**config.mk**
```make
export PLATFORM = sky130hd
export DESIGN_NAME = pixel_serializer
export DESIGN_NICKNAME = d
export VERILOG_FILES = /design/src/rtl/pixel_serializer.sv
export SDC_FILE = /design/constraint.sdc
export NUM_CORES = 1
export LEC_CHECK = 0
export ABC_AREA = 1
export CAP_MARGIN = 20
export CORE_MARGIN = 8
export CORE_UTILIZATION = 30
export DETAILED_ROUTE_END_ITERATION = 8
export PLACE_DENSITY_LB_ADDON = 0.3
export REMOVE_ABC_BUFFERS = 1
export SETUP_SLACK_MARGIN = 0.02
export SYNTH_ARGS = -nofsm -noshare
export SYNTH_HDL_FRONTEND = slang
export SYNTH_SLANG_ARGS = --single-unit
```
**constraint.sdc**
```tcl
create_clock -name i_clk -period 1.46 [get_ports i_clk]
set_input_delay 0.438 -clock i_clk [delete_from_list [all_inputs] [get_ports i_clk]]
set_output_delay 0.438 -clock i_clk [all_outputs]
set_load 0.01 [all_outputs]
```
**src/rtl/pixel_serializer.sv**
```systemverilog
// Serial transmitter for the pixel bit-timing link: start bit, DATA_W data bits sent
// LSB first, then a stop bit. The bit timer advances only on cycles where i_enable is high.
module pixel_serializer #(
  parameter int unsigned DATA_W        = 8,
  parameter int unsigned TICKS_PER_BIT = 8
) (
  input  logic              i_clk,
  input  logic              i_n_rst,
  input  logic              i_enable,
  input  logic [DATA_W-1:0] i_tx_data,
  input  logic              i_tx_valid,
  output logic              o_tx_ready,
  output logic              o_serial_out,
  output logic              o_busy,
  output logic              o_tx_done
);

  localparam int unsigned TickW = $clog2(TICKS_PER_BIT);
  localparam int unsigned IdxW  = $clog2(DATA_W) + 1;

  localparam logic [TickW-1:0] TickLast = TickW'(TICKS_PER_BIT - 1);
  localparam logic [IdxW-1:0]  IdxLast  = IdxW'(DATA_W - 1);

  typedef enum logic [1:0] {
    StIdle,
    StStart,
    StData,
    StStop
  } state_e;

  state_e              r_state;
  logic [TickW-1:0]    r_tick_cnt;
  logic [IdxW-1:0]     r_bit_idx;
  logic [DATA_W-1:0]   r_shift_reg;
  logic                r_serial_out;
  logic                r_busy;
  logic                r_tx_done;

  state_e              w_state_d;
  logic [TickW-1:0]    w_tick_d;
  logic [IdxW-1:0]     w_idx_d;
  logic [DATA_W-1:0]   w_shift_d;
  logic                w_serial_d;
  logic                w_busy_d;
  logic                w_done_d;

  logic                w_bit_end;
  logic [DATA_W-1:0]   w_shift_nxt;

  assign w_bit_end   = (r_tick_cnt == TickLast);
  assign w_shift_nxt = r_shift_reg >> 1;

  always_ff @(posedge i_clk or negedge i_n_rst) begin
    if (!i_n_rst) begin
      r_state      <= StIdle;
      r_tick_cnt   <= '0;
      r_bit_idx    <= '0;
      r_shift_reg  <= '0;
      r_serial_out <= 1'b1;
      r_busy       <= 1'b0;
      r_tx_done    <= 1'b0;
    end else begin
      r_state      <= w_state_d;
      r_tick_cnt   <= w_tick_d;
      r_bit_idx    <= w_idx_d;
      r_shift_reg  <= w_shift_d;
      r_serial_out <= w_serial_d;
      r_busy       <= w_busy_d;
      r_tx_done    <= w_done_d;
    end
  end

  always_comb begin
    w_state_d  = r_state;
    w_tick_d   = r_tick_cnt;
    w_idx_d    = r_bit_idx;
    w_shift_d  = r_shift_reg;
    w_serial_d = r_serial_out;
    w_busy_d   = r_busy;
    // The done pulse lasts a single clock even when the following cycle is disabled.
    w_done_d   = 1'b0;

    if (i_enable) begin
      unique case (r_state)
        StIdle: begin
          w_serial_d = 1'b1;
          if (i_tx_valid) begin
            w_shift_d  = i_tx_data;
            w_tick_d   = '0;
            w_idx_d    = '0;
            w_serial_d = 1'b0;
            w_busy_d   = 1'b1;
            w_state_d  = StStart;
          end
        end
        StStart: begin
          if (w_bit_end) begin
            w_tick_d   = '0;
            w_serial_d = r_shift_reg[0];
            w_state_d  = StData;
          end else begin
            w_tick_d = r_tick_cnt + TickW'(1);
          end
        end
        StData: begin
          if (w_bit_end) begin
            w_tick_d  = '0;
            w_shift_d = w_shift_nxt;
            w_idx_d   = r_bit_idx + IdxW'(1);
            if (r_bit_idx == IdxLast) begin
              w_serial_d = 1'b1;
              w_state_d  = StStop;
            end else begin
              w_serial_d = w_shift_nxt[0];
            end
          end else begin
            w_tick_d = r_tick_cnt + TickW'(1);
          end
        end
        StStop: begin
          if (w_bit_end) begin
            w_tick_d  = '0;
            w_idx_d   = '0;
            w_busy_d  = 1'b0;
            w_done_d  = 1'b1;
            w_state_d = StIdle;
          end else begin
            w_tick_d = r_tick_cnt + TickW'(1);
          end
        end
        default: begin
          w_state_d = StIdle;
        end
      endcase
    end
  end

  assign o_tx_ready   = (r_state == StIdle);
  assign o_serial_out = r_serial_out;
  assign o_busy       = r_busy;
  assign o_tx_done    = r_tx_done;

endmodule

```
==> results of run 1 <==
placed cells by master (no fill, tap or decap), types with 2 or more instances in the layout:
cell / instances
clkbuf_8: 4
nand2_1: 37
inv_2: 2
ha_2: 3
nor3_1: 2
nand3_1: 7
buf_6: 5
nor2_4: 2
nand2_4: 4
o21ai_2: 2
nor2_1: 3
a21oi_2: 2
ha_1: 3
nand4_1: 3
dfrtp_1: 19
nor2_2: 4
inv_1: 10
buf_12: 2
o21ai_0: 3
mux2i_1: 7
nand2_2: 3
o21ai_1: 6
buf_4: 12
nand3_2: 4
ha_4: 3
clkdlybuf4s50_1: 10
dlygate4sd2_1: 2
metrics by stage:
stage,utilization,total power [mW],cell area (sq um),hold WS (ns),setup WS (ns)
floorplan,-,1.919,1177,0.1424,-0.2332
CTS,0.4180,3.236,1648,0.4862,-0.02445
global route,0.4497,3.876,1773,0.4984,-0.07581
global placement,0.3862,2.530,1523,0.4694,-0.1997
finish,0.4497,3.589,1773,0.4874,-0.001355
detailed placement,0.3862,2.585,1523,0.4716,-0.2384
power by group:
group,internal (mW),switching (mW),total (mW),leakage (nW)
Clock,0.240,0.190,0.430,0.0288
Combinational,1.14,1.10,2.24,0.545
Sequential,0.775,0.142,0.916,0.253
Total,2.15,1.44,3.59,0.826
metal layers:
| layer | track usage | wire length [microns] |
|---|---|---|
| met1 | 0.1073 | 1290 |
| met2 | 0.1508 | 1425 |
| met4 | 0.04364 | 44 |
| met3 | 0.03491 | 138 |
| met5 | 0 | 0 |
worst max path at each step:
stage                                end  slack, ns  cells after the start
final                         o_tx_ready     -0.001                      3
after global routing        r_bit_idx[1]      -0.08                      9
after CTS                     o_tx_ready      -0.02                      3
after detailed placement  r_shift_reg[4]      -0.24                      6
after global placement    r_shift_reg[6]      -0.20                      6
after floorplan             r_bit_idx[3]      -0.23                      8
logic make-up (layout without fill, tap and decap cells):
logic type	count (synthesis)	after routing	synth area share
buffers and inverters	18	52	0.07699
xor gates and xnor gates	1	1	0.007188
AOI/OAI and AO/OA	16	16	0.07906
adders and majority gates	9	9	0.09240
and+or+nand+nor	72	72	0.2752
DFF	20	20	0.4117
muxes	7	7	0.05750
layout make-up:
class	count	area share
clock buffer	4	0.03105
inverter	14	0.03387
multi-input combinational	105	0.4213
sequential	20	0.2830
tap	50	0.03529
timing repair buffer	34	0.1955
worst max-delay path: cells and delay by family, from the launching register on:
family | cells | cell delay [ns]
adder cells (fa/ha/maj) | 1 | 0.19
buffers and inverters | 2 | 0.18
flip-flops | 1 | 0.40
timing repair:
item                       CTS  global route
gates resized for setup     30            24
cloned                       0             1
buffers inserted             0             2
hold buffers                 0             0
setup endpoints to repair   21            17
pin swaps                    5             9
==> impl_results.md, run 1 <==
* Min setup slack post-route at -0.001355 ns
* Post-DP HPWL at 2070 microns
* CTS tree: done
* Routed Antenna Nets at 0
* Startpoint Class: flop
* Routed wire length at 2899 microns
* CP Launch Point: r_state[0]
* Ratio of final minimum period to clock period at 1.001
* DP Cell Count at 220
* R2R Path Start: r_state[0]
* I/O pins at 16
* Max FO, Critical Path at 2
* Final Hold Viols at 0
* Post-synth top cells: nand2_1 (42), dfrtp_1 (19), inv_1 (14)
* Largest net degree at the start of global routing at 21
* DRT iter0 DRCs at 34
* Worst Hold Class: flop to flop
* Worst-path clk slew at 0.07 ns
* Routed wire per std cell at 12.77 microns
* VDD IR max at 0.9237 mV
* Seq/Total Area, Yosys at 0.4117
* RePlAce Congestion at 0.8288
* First-pass DRT Iterations at 4
* Layout cells sized above 1 at 0.3390
* Core area at 3943 sq um
* Critical path class: flop to primary output
* Slew HR at 0.8023
* Die width at 79.74 microns
* MaxCap Viol Count at 0
* P per Cell Area at 2024 nW/um^2
* Asr flop ratio synth at 1.000
* Worst Tran Pin Value at 0.2960 ns
* Post-route setup TNS at -0.001355 ns
* Layout Skew at 0.002996 ns
* Vias in the first global route at 1023
* H-tree Lvls at 1
* Cell taking the most area after synthesis: dfrtp_1
* Violated checks: negative setup slack
* Synth unique cells at 26
* Post-route insts no fill at 227
* Number of setup violations in the final report at 1
* Critical Path RT at 1.02 ns
* Pins over their slew limit at 0
* First-pass GRT wire length at 4623 microns
* Layout Nets at 199
* Syn Std Cell Area at 1219 sq um
* RSZ-0062 raised after global routing: true
* Number of flip-flops in the largest register at 8
* CP arrival at 1.02 ns
* Buffers on Ports at 15
* Critical Path, Cell by Cell: inv_2, ha_2, buf_6
* Clock latency on the worst-skew pair at 0.26 ns
* CP max stage cell: dfrtp_1
* Run status: complete, but fails checks
* Area delta synth->final at 45.48%
* Top cells by area, synth: dfrtp_1 (39%), nand2_1 (13%), ha_1 (9.2%), mux2i_1 (5.7%), nand3_1 (4.5%)
* Synth warn at 0
* Layout fillers at 351
* Post-synth EDFFs at 0
* Clk buf depth at 2
* Hold Path End: o_serial_out
* P_leak at 0.8259 nW
* Flop-to-flop setup slack at 0.01 ns
* Antenna violations before repair at 0
* Num CTS Buffers at 3
* GRT Util Overall at 0.09358
* DR vias at 1045
* Register area at 501.7 sq um
* Count leader, synth: nand2_1
* Chip height at 79.74 microns
* FF+latch count, synth at 20
* Worst reg2reg path depth at 9
* Worst R2R End: r_bit_idx[1]
* Gr ovfl total at 0
* Root buf cell: clkbuf_8
* CP max stage delay at 0.40 ns
* Ys flop type: dfrtp_1
* Syn avg cell area at 8.522 sq um
* Fmax at 684.3 MHz
* Die Footprint at 6358 sq um
* ANT cells at 0
* Fin crit period at 1.461 ns
* HP Start: o_serial_out
* CTS Sinks at 20
* Vias per cell at 4.604
* Mapped Cells at 143
* FP Rows at 23
* Worst Setup End Kind: primary output
* DRC Markers at 0
* Multi-input gate area at 747.0 sq um
* Post-synth top area share at 0.3901
* Initial Utilization at 0.3091
* Hold Crit Depth at 2
(Power assumes the default switching activity.)
==> run 2, diff against run 1 <==
--- a/config.mk
+++ b/config.mk
@@ -9,6 +9,7 @@
 export CAP_MARGIN = 20
 export CORE_MARGIN = 8
 export CORE_UTILIZATION = 30
+export CTS_CLUSTER_DIAMETER = 120
 export DETAILED_ROUTE_END_ITERATION = 8
 export PLACE_DENSITY_LB_ADDON = 0.3
 export REMOVE_ABC_BUFFERS = 1
==> results of run 2 <==
The final DEF is identical to that of run 1; final timing and power are the same.
